==> src/rtl/cam_ternary_pkg.sv <==
`default_nettype none
// +----------------------------------------------------------------------------+
// | Module      : cam_ternary_pkg                                               |
// | Description : Shared op encodings, FSM states and depth helper for the CAM. |
// | Revision    : 1.0 - initial release                                         |
// +----------------------------------------------------------------------------+
package cam_ternary_pkg;

    localparam logic [1:0] CAM_OP_WR_ADDR  = 2'b00;
    localparam logic [1:0] CAM_OP_WR_FREE  = 2'b01;
    localparam logic [1:0] CAM_OP_DEL_ADDR = 2'b10;
    localparam logic [1:0] CAM_OP_DEL_KEY  = 2'b11;

    localparam logic [1:0] CAM_ST_INIT = 2'd0;
    localparam logic [1:0] CAM_ST_IDLE = 2'd1;
    localparam logic [1:0] CAM_ST_EXEC = 2'd2;

    typedef enum logic [1:0] {
        ST_INIT = CAM_ST_INIT,
        ST_IDLE = CAM_ST_IDLE,
        ST_EXEC = CAM_ST_EXEC
    } cam_state_e;

    function automatic int cam_depth(input int addr_width);
        return 1 << addr_width;
    endfunction

endpackage
`default_nettype wire

==> src/rtl/cam_ternary_if.sv <==
`default_nettype none
// +----------------------------------------------------------------------------+
// | Module      : cam_ternary_if                                                |
// | Description : Command, response, lookup and status signals of the CAM.     |
// | Revision    : 1.0 - initial release                                         |
// +----------------------------------------------------------------------------+
interface cam_ternary_if #(
    parameter int DATA_WIDTH = 16,
    parameter int ADDR_WIDTH = 4
);
    localparam int DEPTH = 1 << ADDR_WIDTH;

    logic                  write_valid;
    logic                  write_ready;
    logic [1:0]            write_op;
    logic [ADDR_WIDTH-1:0] write_addr;
    logic [DATA_WIDTH-1:0] write_data;
    logic [DATA_WIDTH-1:0] write_mask;
    logic                  write_resp_valid;
    logic [ADDR_WIDTH-1:0] write_resp_addr;
    logic                  write_resp_err;

    logic                  compare_valid;
    logic [DATA_WIDTH-1:0] compare_data;
    logic                  match_valid;
    logic                  match;
    logic [ADDR_WIDTH-1:0] match_addr;
    logic [DEPTH-1:0]      match_many;
    logic                  match_multi;

    logic [ADDR_WIDTH:0]   count;
    logic                  full;
    logic                  empty;

    modport master (
        output write_valid, write_op, write_addr, write_data, write_mask,
        output compare_valid, compare_data,
        input  write_ready, write_resp_valid, write_resp_addr, write_resp_err,
        input  match_valid, match, match_addr, match_many, match_multi,
        input  count, full, empty
    );

    modport slave (
        input  write_valid, write_op, write_addr, write_data, write_mask,
        input  compare_valid, compare_data,
        output write_ready, write_resp_valid, write_resp_addr, write_resp_err,
        output match_valid, match, match_addr, match_many, match_multi,
        output count, full, empty
    );

endinterface
`default_nettype wire

==> src/rtl/cam_ternary_priority_encoder.sv <==
`default_nettype none
// +----------------------------------------------------------------------------+
// | Module      : cam_ternary_priority_encoder                                  |
// | Description : Index of the winning set bit; LSB_PRIORITY picks the end.     |
// | Revision    : 1.0 - initial release                                         |
// +----------------------------------------------------------------------------+
module cam_ternary_priority_encoder #(
    parameter int    WIDTH        = 16,
    parameter string LSB_PRIORITY = "HIGH",
    localparam int   IDX_W        = (WIDTH > 1) ? $clog2(WIDTH) : 1
) (
    input  wire logic [WIDTH-1:0] i_vec,
    output logic      [IDX_W-1:0] o_idx,
    output logic                  o_found
);

    generate
        if (LSB_PRIORITY == "HIGH") begin : g_lsb_first
            always_comb begin
                o_idx = '0;
                for (int i = WIDTH - 1; i >= 0; i--) begin
                    if (i_vec[i]) o_idx = IDX_W'(i);
                end
            end
        end else begin : g_msb_first
            always_comb begin
                o_idx = '0;
                for (int i = 0; i < WIDTH; i++) begin
                    if (i_vec[i]) o_idx = IDX_W'(i);
                end
            end
        end
    endgenerate

    assign o_found = |i_vec;

endmodule
`default_nettype wire

==> src/rtl/cam_ternary.sv <==
`default_nettype none
// +----------------------------------------------------------------------------+
// | Module      : cam_ternary                                                   |
// | Description : Register-based ternary CAM, 1-cycle lookup, command FSM.      |
// | Revision    : 1.0 - initial release                                         |
// +----------------------------------------------------------------------------+
module cam_ternary
    import cam_ternary_pkg::*;
#(
    parameter int    DATA_WIDTH   = 16,
    parameter int    ADDR_WIDTH   = 4,
    parameter int    TERNARY      = 1,
    parameter string LSB_PRIORITY = "HIGH"
) (
    input  wire logic    clk,
    input  wire logic    rst,
    cam_ternary_if.slave bus
);

    localparam int                  DEPTH      = cam_depth(ADDR_WIDTH);
    localparam logic [ADDR_WIDTH:0] FULL_COUNT = DEPTH[ADDR_WIDTH:0];
    localparam logic [ADDR_WIDTH:0] COUNT_ONE  = {{ADDR_WIDTH{1'b0}}, 1'b1};
    localparam logic [DEPTH-1:0]    DEPTH_ONE  = {{(DEPTH-1){1'b0}}, 1'b1};

    cam_state_e            state_q, state_d;
    logic [DEPTH-1:0]      valid_q, valid_d;
    logic [DATA_WIDTH-1:0] data_q [DEPTH];
    logic [DATA_WIDTH-1:0] data_d [DEPTH];
    logic [DATA_WIDTH-1:0] mask_q [DEPTH];
    logic [DATA_WIDTH-1:0] mask_d [DEPTH];
    logic [ADDR_WIDTH:0]   count_q, count_d;

    logic [1:0]            cmd_op_q, cmd_op_d;
    logic [ADDR_WIDTH-1:0] cmd_addr_q, cmd_addr_d;
    logic [DATA_WIDTH-1:0] cmd_data_q, cmd_data_d;
    logic [DATA_WIDTH-1:0] cmd_mask_q, cmd_mask_d;

    logic                  resp_valid_q, resp_valid_d;
    logic [ADDR_WIDTH-1:0] resp_addr_q, resp_addr_d;
    logic                  resp_err_q, resp_err_d;

    logic                  match_valid_q, match_valid_d;
    logic                  match_q, match_d;
    logic [ADDR_WIDTH-1:0] match_addr_q, match_addr_d;
    logic [DEPTH-1:0]      match_many_q, match_many_d;
    logic                  match_multi_q, match_multi_d;

    logic                  w_write_ready;
    logic [DEPTH-1:0]      w_cmp_hits;
    logic [DEPTH-1:0]      w_del_hits;
    logic [ADDR_WIDTH:0]   w_del_count;
    logic [DEPTH-1:0]      w_tgt_vec;
    logic [ADDR_WIDTH-1:0] w_cmp_idx;
    logic                  w_cmp_found;
    logic [ADDR_WIDTH-1:0] w_tgt_idx;
    logic                  w_tgt_found;
    logic [DATA_WIDTH-1:0] w_store_mask;
    logic [DATA_WIDTH-1:0] w_store_data;

    function automatic logic entry_hit(input logic                  v,
                                       input logic [DATA_WIDTH-1:0] key,
                                       input logic [DATA_WIDTH-1:0] d,
                                       input logic [DATA_WIDTH-1:0] m);
        return v && (((key ^ d) & m) == '0);
    endfunction

    always_comb begin
        w_del_count = '0;
        for (int i = 0; i < DEPTH; i++) begin
            w_cmp_hits[i] = entry_hit(valid_q[i], bus.compare_data, data_q[i], mask_q[i]);
            w_del_hits[i] = entry_hit(valid_q[i], cmd_data_q, data_q[i], mask_q[i]);
            w_del_count   = w_del_count + {{ADDR_WIDTH{1'b0}}, w_del_hits[i]};
        end
    end

    // The second encoder is shared: delete-by-key needs the priority hit,
    // every other op only ever looks for the priority free slot.
    assign w_tgt_vec = (cmd_op_q == CAM_OP_DEL_KEY) ? w_del_hits : ~valid_q;

    cam_ternary_priority_encoder #(
        .WIDTH        (DEPTH),
        .LSB_PRIORITY (LSB_PRIORITY)
    ) u_pe_hit (
        .i_vec   (w_cmp_hits),
        .o_idx   (w_cmp_idx),
        .o_found (w_cmp_found)
    );

    cam_ternary_priority_encoder #(
        .WIDTH        (DEPTH),
        .LSB_PRIORITY (LSB_PRIORITY)
    ) u_pe_tgt (
        .i_vec   (w_tgt_vec),
        .o_idx   (w_tgt_idx),
        .o_found (w_tgt_found)
    );

    assign w_store_mask = (TERNARY != 0) ? cmd_mask_q : '1;
    assign w_store_data = cmd_data_q & w_store_mask;

    always_comb begin
        state_d       = state_q;
        valid_d       = valid_q;
        data_d        = data_q;
        mask_d        = mask_q;
        count_d       = count_q;
        cmd_op_d      = cmd_op_q;
        cmd_addr_d    = cmd_addr_q;
        cmd_data_d    = cmd_data_q;
        cmd_mask_d    = cmd_mask_q;
        resp_valid_d  = 1'b0;
        resp_addr_d   = resp_addr_q;
        resp_err_d    = resp_err_q;
        w_write_ready = 1'b0;

        case (state_q)
            ST_INIT: begin
                valid_d = '0;
                count_d = '0;
                state_d = ST_IDLE;
            end
            ST_IDLE: begin
                w_write_ready = 1'b1;
                if (bus.write_valid) begin
                    cmd_op_d   = bus.write_op;
                    cmd_addr_d = bus.write_addr;
                    cmd_data_d = bus.write_data;
                    cmd_mask_d = bus.write_mask;
                    state_d    = ST_EXEC;
                end
            end
            ST_EXEC: begin
                state_d      = ST_IDLE;
                resp_valid_d = 1'b1;
                case (cmd_op_q)
                    CAM_OP_WR_ADDR: begin
                        data_d[cmd_addr_q]  = w_store_data;
                        mask_d[cmd_addr_q]  = w_store_mask;
                        valid_d[cmd_addr_q] = 1'b1;
                        if (!valid_q[cmd_addr_q]) count_d = count_q + COUNT_ONE;
                        resp_addr_d = cmd_addr_q;
                        resp_err_d  = 1'b0;
                    end
                    CAM_OP_WR_FREE: begin
                        if (w_tgt_found) begin
                            data_d[w_tgt_idx]  = w_store_data;
                            mask_d[w_tgt_idx]  = w_store_mask;
                            valid_d[w_tgt_idx] = 1'b1;
                            count_d     = count_q + COUNT_ONE;
                            resp_addr_d = w_tgt_idx;
                            resp_err_d  = 1'b0;
                        end else begin
                            resp_addr_d = '0;
                            resp_err_d  = 1'b1;
                        end
                    end
                    CAM_OP_DEL_ADDR: begin
                        valid_d[cmd_addr_q] = 1'b0;
                        if (valid_q[cmd_addr_q]) count_d = count_q - COUNT_ONE;
                        resp_addr_d = cmd_addr_q;
                        resp_err_d  = !valid_q[cmd_addr_q];
                    end
                    default: begin
                        valid_d     = valid_q & ~w_del_hits;
                        count_d     = count_q - w_del_count;
                        resp_addr_d = w_tgt_found ? w_tgt_idx : '0;
                        resp_err_d  = !w_tgt_found;
                    end
                endcase
            end
            default: state_d = ST_INIT;
        endcase
    end

    // Lookups read the registered table, so a compare on a commit edge sees
    // the old contents; outputs other than match_valid hold between lookups.
    always_comb begin
        match_valid_d = bus.compare_valid;
        match_d       = match_q;
        match_addr_d  = match_addr_q;
        match_many_d  = match_many_q;
        match_multi_d = match_multi_q;
        if (bus.compare_valid) begin
            match_d       = w_cmp_found;
            match_addr_d  = w_cmp_idx;
            match_many_d  = w_cmp_hits;
            match_multi_d = |(w_cmp_hits & (w_cmp_hits - DEPTH_ONE));
        end
    end

    always_ff @(posedge clk) begin
        if (!rst) begin
            state_q       <= ST_INIT;
            valid_q       <= '0;
            count_q       <= '0;
            cmd_op_q      <= '0;
            cmd_addr_q    <= '0;
            cmd_data_q    <= '0;
            cmd_mask_q    <= '0;
            resp_valid_q  <= 1'b0;
            resp_addr_q   <= '0;
            resp_err_q    <= 1'b0;
            match_valid_q <= 1'b0;
            match_q       <= 1'b0;
            match_addr_q  <= '0;
            match_many_q  <= '0;
            match_multi_q <= 1'b0;
        end else begin
            state_q       <= state_d;
            valid_q       <= valid_d;
            count_q       <= count_d;
            cmd_op_q      <= cmd_op_d;
            cmd_addr_q    <= cmd_addr_d;
            cmd_data_q    <= cmd_data_d;
            cmd_mask_q    <= cmd_mask_d;
            resp_valid_q  <= resp_valid_d;
            resp_addr_q   <= resp_addr_d;
            resp_err_q    <= resp_err_d;
            match_valid_q <= match_valid_d;
            match_q       <= match_d;
            match_addr_q  <= match_addr_d;
            match_many_q  <= match_many_d;
            match_multi_q <= match_multi_d;
        end
    end

    // Key storage carries no reset; valid_q alone qualifies an entry.
    always_ff @(posedge clk) begin
        if (rst) begin
            data_q <= data_d;
            mask_q <= mask_d;
        end
    end

    assign bus.write_ready      = w_write_ready;
    assign bus.write_resp_valid = resp_valid_q;
    assign bus.write_resp_addr  = resp_addr_q;
    assign bus.write_resp_err   = resp_err_q;
    assign bus.match_valid      = match_valid_q;
    assign bus.match            = match_q;
    assign bus.match_addr       = match_addr_q;
    assign bus.match_many       = match_many_q;
    assign bus.match_multi      = match_multi_q;
    assign bus.count            = count_q;
    assign bus.full             = (count_q == FULL_COUNT);
    assign bus.empty            = (count_q == '0);

endmodule
`default_nettype wire

==> src/flat_wrapper.sv <==
// flat-port wrapper written by rule: the top's interface ports become plain ports
module cam_ternary_flat import cam_ternary_pkg::*;
#(
    parameter int    DATA_WIDTH   = 16,
    parameter int    ADDR_WIDTH   = 4,
    parameter int    TERNARY      = 1,
    parameter string LSB_PRIORITY = "    "
)
  (clk, rst, bus_write_valid, bus_write_op, bus_write_addr, bus_write_data, bus_write_mask, bus_compare_valid, bus_compare_data, bus_write_ready, bus_write_resp_valid, bus_write_resp_addr, bus_write_resp_err, bus_match_valid, bus_match, bus_match_addr, bus_match_many, bus_match_multi, bus_count, bus_full, bus_empty);
  cam_ternary_if #(.DATA_WIDTH(DATA_WIDTH), .ADDR_WIDTH(ADDR_WIDTH)) bus_i ();
  input  wire logic clk;
  input  wire logic rst;
  input wire logic [$bits(bus_i.write_valid)-1:0] bus_write_valid;
  input wire logic [$bits(bus_i.write_op)-1:0] bus_write_op;
  input wire logic [$bits(bus_i.write_addr)-1:0] bus_write_addr;
  input wire logic [$bits(bus_i.write_data)-1:0] bus_write_data;
  input wire logic [$bits(bus_i.write_mask)-1:0] bus_write_mask;
  input wire logic [$bits(bus_i.compare_valid)-1:0] bus_compare_valid;
  input wire logic [$bits(bus_i.compare_data)-1:0] bus_compare_data;
  output wire logic [$bits(bus_i.write_ready)-1:0] bus_write_ready;
  output wire logic [$bits(bus_i.write_resp_valid)-1:0] bus_write_resp_valid;
  output wire logic [$bits(bus_i.write_resp_addr)-1:0] bus_write_resp_addr;
  output wire logic [$bits(bus_i.write_resp_err)-1:0] bus_write_resp_err;
  output wire logic [$bits(bus_i.match_valid)-1:0] bus_match_valid;
  output wire logic [$bits(bus_i.match)-1:0] bus_match;
  output wire logic [$bits(bus_i.match_addr)-1:0] bus_match_addr;
  output wire logic [$bits(bus_i.match_many)-1:0] bus_match_many;
  output wire logic [$bits(bus_i.match_multi)-1:0] bus_match_multi;
  output wire logic [$bits(bus_i.count)-1:0] bus_count;
  output wire logic [$bits(bus_i.full)-1:0] bus_full;
  output wire logic [$bits(bus_i.empty)-1:0] bus_empty;
  assign bus_i.write_valid = bus_write_valid;
  assign bus_i.write_op = bus_write_op;
  assign bus_i.write_addr = bus_write_addr;
  assign bus_i.write_data = bus_write_data;
  assign bus_i.write_mask = bus_write_mask;
  assign bus_i.compare_valid = bus_compare_valid;
  assign bus_i.compare_data = bus_compare_data;
  assign bus_write_ready = bus_i.write_ready;
  assign bus_write_resp_valid = bus_i.write_resp_valid;
  assign bus_write_resp_addr = bus_i.write_resp_addr;
  assign bus_write_resp_err = bus_i.write_resp_err;
  assign bus_match_valid = bus_i.match_valid;
  assign bus_match = bus_i.match;
  assign bus_match_addr = bus_i.match_addr;
  assign bus_match_many = bus_i.match_many;
  assign bus_match_multi = bus_i.match_multi;
  assign bus_count = bus_i.count;
  assign bus_full = bus_i.full;
  assign bus_empty = bus_i.empty;
  cam_ternary #(.DATA_WIDTH(DATA_WIDTH), .ADDR_WIDTH(ADDR_WIDTH), .TERNARY(TERNARY), .LSB_PRIORITY(LSB_PRIORITY)) u_core (.clk(clk), .rst(rst), .bus(bus_i));
endmodule
==> config.mk <==
export PLATFORM = sky130hd
export DESIGN_NAME = cam_ternary_flat
export DESIGN_NICKNAME = d
export VERILOG_FILES = /design/src/rtl/cam_ternary_pkg.sv /design/src/rtl/cam_ternary_if.sv /design/src/rtl/cam_ternary_priority_encoder.sv /design/src/rtl/cam_ternary.sv /design/src/flat_wrapper.sv
export SDC_FILE = /design/constraint.sdc
export NUM_CORES = 1
export LEC_CHECK = 0
export BUFFER_PORTS_ARGS = -buffer_cell sky130_fd_sc_hd__buf_4
export CORE_UTILIZATION = 57
export DETAILED_ROUTE_END_ITERATION = 10
export GPL_TIMING_DRIVEN = 0
export PLACE_DENSITY = 0.87
export SYNTH_ARGS = -nofsm -noshare
export SYNTH_HDL_FRONTEND = slang
export SYNTH_SLANG_ARGS = --single-unit
==> constraint.sdc <==
create_clock -name clk -period 6.4 [get_ports clk]
set_input_delay 0.96 -clock clk [delete_from_list [all_inputs] [get_ports clk]]
set_output_delay 0.96 -clock clk [all_outputs]
set_load 0.03 [all_outputs]
Yosys cells after proc, flatten, opt, wreduce, memory -nomap -nowiden:

Cells that the tools add are included.

* add/sub/neg operators: 19
* $lt $le $gt $ge: 8
* equal/unequal tests: 11
* multiplexer cells: 65
* bitwise gates (word level): 75
* reduce and logical (&&, ||, !) cells: 84

Operators by type and width (number)
* bitwise mux 256 bit: 4
* one-hot mux 256 bit (2 select lines): 2
* AND 16 bit: 36
* logical NOT 16 bit: 32
* 2-to-1 mux 256 bit: 2
* bitwise XOR 16 bit: 32
* demux 16 bit (select 4 bit): 2
* 2-to-1 mux 4 bit: 30
* adder 5 x 1 -> 5 bit: 14
* 2-to-1 mux 16 bit: 4
* NOT 16 bit: 3
* one-hot mux 16 bit (3 select lines): 1
* OR reduction 16 bit: 3
* logical AND 1 bit: 36
* bitwise OR 16 bit: 2
* one-hot mux 16 bit (2 select lines): 1
* subtractor 16 x 1 -> 16 bit (second input constant): 1
* 2-to-1 mux 5 bit: 3
* one-hot mux 5 bit (3 select lines): 1
* greater-or-equal comparator 5 bit (second input constant): 2
* < comparator 4 x 5 -> 1 bit (second input constant): 2
* < comparator 5 x 1 -> 1 bit (second input constant): 2
* NOT 4 -> 5 bit: 2
* one-hot mux 5 bit (2 select lines): 1
* 25 further kinds: 44

* flip-flop bits (word level): 602
* output and inout bits: 37
* logic and storage cells: 309

Longest topological paths before layout:

* depth after elaboration: 28
* gate-level depth with buffers: 27

By module:

Synthesis repeated with hierarchy kept, for this count alone.

* cells, all modules: 2758
* area, all modules: 31730.4 sq um

Modules (own cells, without submodules)
* cam_ternary: instances 1, cells an instance 2702, area an instance 31390.1 sq um, sequential area each 17176.5 sq um
* cam_ternary_priority_encoder: instances 2, cells an instance 28, area an instance 170.2 sq um, sequential area each 0.0 sq um

Worst setup path before layout:

No wires, ideal clock.

* kind: reg2reg
* start point: register u_core.cmd_data_q[6]
* end point: register u_core.count_q[4] (netlist: u_core.bus.count[4])
* arrival: 5.984 ns
* required time: 6.330 ns
* path slack: 0.346 ns
* stages on the path, launching flop included: 27
* period minus slack after synthesis: 6.054 ns
* path through: dfxtp_1 buf_4 buf_4 xor2_1 a22oi_1 nand4_1 nor2_1 nand2_1 fa_1 inv_1 fa_1 inv_1 ha_1 or2_2 fa_1 fa_1 inv_1 fa_1 inv_1 fa_1 a21o_1 a21oi_1 xnor2_1 a21oi_1 a21oi_1 or4_1 a21boi_1

* word-level cells in the longest chain between the ends: 22

RTL lines
* start: declaration: RTL line cam_ternary.sv:35 `logic [DATA_WIDTH-1:0] cmd_data_q, cmd_data_d;`
* start signal: assignment: RTL line cam_ternary.sv:214 `cmd_data_q <= cmd_data_d;`
* bitwise XOR 16 bit: RTL line cam_ternary.sv:64 `return v && (((key ^ d) & m) == '0);`
* AND 16 bit: RTL line cam_ternary.sv:64
* logical NOT 16 bit: RTL line cam_ternary.sv:64
* logical AND 1 bit: RTL line cam_ternary.sv:64
* adder 1 x 1 -> 2 bit: RTL line cam_ternary.sv:72 `w_del_count = w_del_count + {{ADDR_WIDTH{1'b0}}, w_del_hits[i]};`
* adder 5 x 1 -> 5 bit (14 in a row): RTL line cam_ternary.sv:72
* subtractor 5 bit: RTL line cam_ternary.sv:165 `count_d = count_q - w_del_count;`
* one-hot mux 5 bit (3 select lines): RTL line cam_ternary.sv:135 `case (cmd_op_q)`
* one-hot mux 5 bit (2 select lines): RTL line cam_ternary.sv:116 `case (state_q)`
* end signal: assignment: RTL line cam_ternary.sv:211 `count_q <= count_d;`
* end: declaration: RTL line cam_ternary.sv:31 `logic [ADDR_WIDTH:0] count_q, count_d;`

Several ways; a longest one is shown, not always the timed one.
A chain may end at the register's enable or synchronous reset.

Worst setup path after layout:

* start point: register u_core.cmd_data_q[9]
* end point: register u_core.count_q[4] (netlist: u_core.bus.count[4])

The elaborated chain is that of the path after synthesis.

==> impl_metrics.py <==
metrics = {
    "sta": {
        "hold_viol_final": 0,
        "finalCriticalPeriod_ps": 6610,
        "fin_setup_tns_ps": -210,
        "relSlewSlack": -0.0890,
        "timing.final.crit_share": 1.03,
        "skew_ps": 36.2,
        "worst_pin_slew_ps": 1630,
        "fin_ws_ps": -210,
        "setup_violations": 1,
        "fmax_ghz": 0.151,
        "final_max_slew_viol_count": 41,
        "grt_setup_unrepaired": "yes",
        "hold_ws_ps": 471,
    },
    "yosys": {
        "ys_top_cells_by_area": "edfxtp_1 48%, xor2_1 14%, dfxtp_1 5.6%",
        "synth_edf_count": 512,
        "yosysTopAreaCell": "edfxtp_1",
        "ys_types": 77,
        "synth_fp_nets": 2942,
        "yosys_warnings": 0,
        "seq_area_frac_synth": 0.536,
        "synthCells": 2847,
        "yosys.area.top_type_share": 0.480,
        "syn_area_sq_um": 32000,
        "synth_seq_cells": 602,
        "syn_avg_cell_area_sq_um": 11.3,
        "synth_ff_type": "edfxtp_1",
        "async_flop_share": 0,
    },
    "clocking": {
        "cts-root-buf": "clkbuf_16",
        "clk_path_buf_depth": 3,
        "clk_latency_ps": 650,
        "clkTransAtPathRegs_ps": 60,
        "htree_levels": 3,
        "cts_buffers": 67,
        "cts.sinks": 602,
        "ctsHoldBuffers": 0,
        "cts_tree": "yes",
    },
    "power": {
        "pwr-share-clk": 0.452,
        "p_int_mw": 6.84,
        "seqPwrFrac": 0.474,
        "powerDensity_nw_per_um2": 241,
        "ir_drop_mv": 0.236,
        "switching_power_mw": 2.15,
        "combPwrFrac": 0.074,
        "power.leakage_nw": 11.0,
        "p_total_mw": 8.99,
        "switching_share": 0.239,
    },
    "finish": {
        "seq_area_sq_um": 17200,
        "areaGrowthSynthToFinish_pct": 16.3,
        "drive_gt1_frac": 0.143,
        "layoutNonFillerInstCount": 3880,
        "nFillCells": 3922,
        "nets": 3169,
        "layout_common_cells": "515 x xor2_1, 512 x edfxtp_1, 319 x nor2_1",
        "post-route-util": 0.674,
        "layout_commonest_cell": "xor2_1",
        "multiInputGateArea_sq_um": 13900,
    },
    "worst_setup_path": {
        "path_max_fanout": 10,
        "r2r_cells": 23,
        "startpoint": "u_core.cmd_data_q[9]",
        "worstSetupStartpointType": "flip-flop",
        "end_kind": "flip-flop",
        "crit_chain": "buf_12 > buf_12 > xor2_1 > a22oi_1 > nand4_1 > nor3_4 > fa_1 > ha_1 > or2_2 > fa_1 > fa_1 > fa_1 > inv_1 > fa_1 > inv_2 > fa_2 > a21o_1 > a21oi_2 > xnor2_1 > a21oi_2 > a21oi_2 > or4_1 > a21boi_1",
        "cp_data_required_time_ps": 6940,
        "worst-path-buf-inv": 4,
        "crit_path_frequent_cell": "fa_1",
        "cp_slowest_stage_delay_ps": 530,
        "crit_slowest_cell": "fa_1",
        "cp.arrival_ps": 7150,
        "cp.depth": 23,
        "critPathKind": "flip-flop to flip-flop",
        "reg2reg_from": "u_core.cmd_data_q[9]",
        "critPathTopFamily": "adder cells",
    },
    "detailed_routing": {
        "via_per_inst": 6.78,
        "dr_total_vias": 26300,
        "drt_iter0_drc": 5384,
        "routed_wl_um": 122000,
        "post_drt_wl_per_cell_um": 31.3,
        "ant_nets": 0,
        "dr.pass1.iters": 7,
        "route.detailed.drc": 0,
    },
    "floorplanning": {
        "io_pins": 95,
        "core_sq_um": 55300,
        "dieWidth_um": 239,
        "die_h_um": 239,
        "start_util": 0.579,
        "dieArea_sq_um": 57200,
        "rows": 86,
    },
    "global_route": {
        "antenna_found_initial": 9,
        "grt_overflow": 0,
        "grt_pass1_vias": 24700,
        "grt_pass1_wl_um": 168000,
        "grt_max_degree": 33,
        "track_usage": 0.419,
    },
    "status": {
        "violations": "max-capacitance violations, max-slew violations, negative setup slack",
        "status": "complete, but fails checks",
    },
    "placement": {
        "gp_congestion": 1.03,
        "dp.cells": 3696,
        "port_buffers": 77,
        "place_hpwl_um": 79100,
    },
    "flow_run": {
        "cap_violations": 5,
    },
    "worst_hold_path": {
        "min-delay-start": "u_core.bus.write_resp_addr[3]",
        "holdPathStages": 2,
        "min_path_type": "flip-flop to flip-flop",
    },
}
[Yosys cell counts, types with 5 or more instances]
library cell / instances
xor2_1: 515
edfxtp_1: 512
nor2_1: 338
nor2b_1: 261
a22oi_1: 224
nand2_1: 176
dfxtp_1: 90
clkbuf_1: 78
buf_2: 77
nand4_1: 63
inv_1: 52
a21boi_0: 46
a21oi_1: 44
o21ai_0: 30
and2_1: 23
fa_1: 21
a22o_1: 20
nand2b_1: 17
ha_1: 16
mux2i_1: 15
nor3_1: 15
buf_6: 14
nand3_1: 14
buf_4: 12
o31ai_1: 12
nor4_1: 10
or3_1: 10
a2111oi_0: 9
a21o_1: 9
o22ai_1: 7
a21oi_2: 6
a31oi_1: 5
mux4_2: 5
o211ai_1: 5
o21a_1: 5
o31a_1: 5
or2_2: 5
[cell families (layout without fill, tap and decap cells)]
group | after synthesis | in the layout | synth area share
adder cells (fa/ha/maj) | 40 | 40 | 0.0203
multiplexers | 20 | 20 | 0.00820
AO/OA/AOI/OAI | 475 | 475 | 0.112
flip-flops | 602 | 602 | 0.536
XOR/XNOR | 519 | 519 | 0.142
AND/OR/NAND/NOR | 951 | 951 | 0.146
other | 0 | 5 | 0
buffers and inverters | 240 | 520 | 0.0358
[worst register-to-register path, stage by stage (launching register included)]
cell      delay (ps)
dfxtp_1          400
buf_12           230
buf_12           200
xor2_1            90
a22oi_1          200
nand4_1          310
nor3_4           410
fa_1             530
ha_1             210
or2_2            300
fa_1             470
fa_1             520
fa_1             490
inv_1             50
fa_1             490
inv_2             50
fa_2             340
a21o_1           170
a21oi_2          150
xnor2_1           90
a21oi_2          140
a21oi_2           90
or4_1            430
a21boi_1         150
[routing by layer]
layer,global-route usage,up-vias,share of wire
met3,0.171,688,0.18
met4,0.292,4,0.080
met1,0.517,12400,0.32
li1,-,10500,-
met2,0.597,2689,0.41
met5,0,-,0.00086
[final timing paths]
path	slack, ps	to
max	-210	u_core.bus.count[4]
min	470	u_core.bus.write_resp_addr[3]
max reg2reg	-210	u_core.bus.count[4]
min reg2reg	470	u_core.bus.write_resp_addr[3]
[power by group through the flow]
stage | logic (mW) | registers [mW] | clock network [mW]
after floorplan | 0.333 | 4.32 | 0
after global placement | 0.562 | 4.33 | 0
after detailed placement | 0.576 | 4.33 | 0
after CTS | 0.602 | 4.25 | 4.02
after global routing | 0.670 | 4.25 | 4.16
final | 0.668 | 4.26 | 4.06
[flip-flops by register name (all words and copies together), names as in the netlist]
name,flops
u_core.cmd_data_q,16
u_core.bus.count,5
u_core.bus.write_resp_valid,1
u_core.cmd_addr_q,4
u_core.cmd_mask_q,16
u_core.state_q,2
u_core.cmd_op_q,2
u_core.bus.match_multi,1
u_core.mask_q,256
u_core.valid_q,16
u_core.bus.write_resp_addr,4
u_core.bus.match_many,16
u_core.bus.match_valid,1
u_core.bus.write_resp_err,1
u_core.bus.match_addr,4
u_core.data_q,256
u_core.bus.match,1
[per-stage QoR]
step | worst slack [ps] | instance area [sq um]
6_report | -210 | 37300
2_1_floorplan | 346 | 32000
4_1_cts | -121 | 36800
3_5_place_dp | -909 | 34000
3_3_place_gp | -815 | 33600
5_1_grt | -318 | 37300
[layout make-up]
cell class              count  area share
flip-flops and latches    602       0.461
multi-input cells        2005       0.374
clock buffers              85      0.0491
repair buffers            158      0.0375
plain buffers             186      0.0362
well taps                 748      0.0251
clock inverters            37      0.0119
inverters                  54     0.00544
diodes                      5    0.000336
[what timing repair did]
action,4_1_cts,5_1_grt
setup endpoints to repair,4,162
resized for setup,100,28
pin swaps,29,15
buffers inserted,13,44
Note: power is estimated with default switching activity, not from simulation.
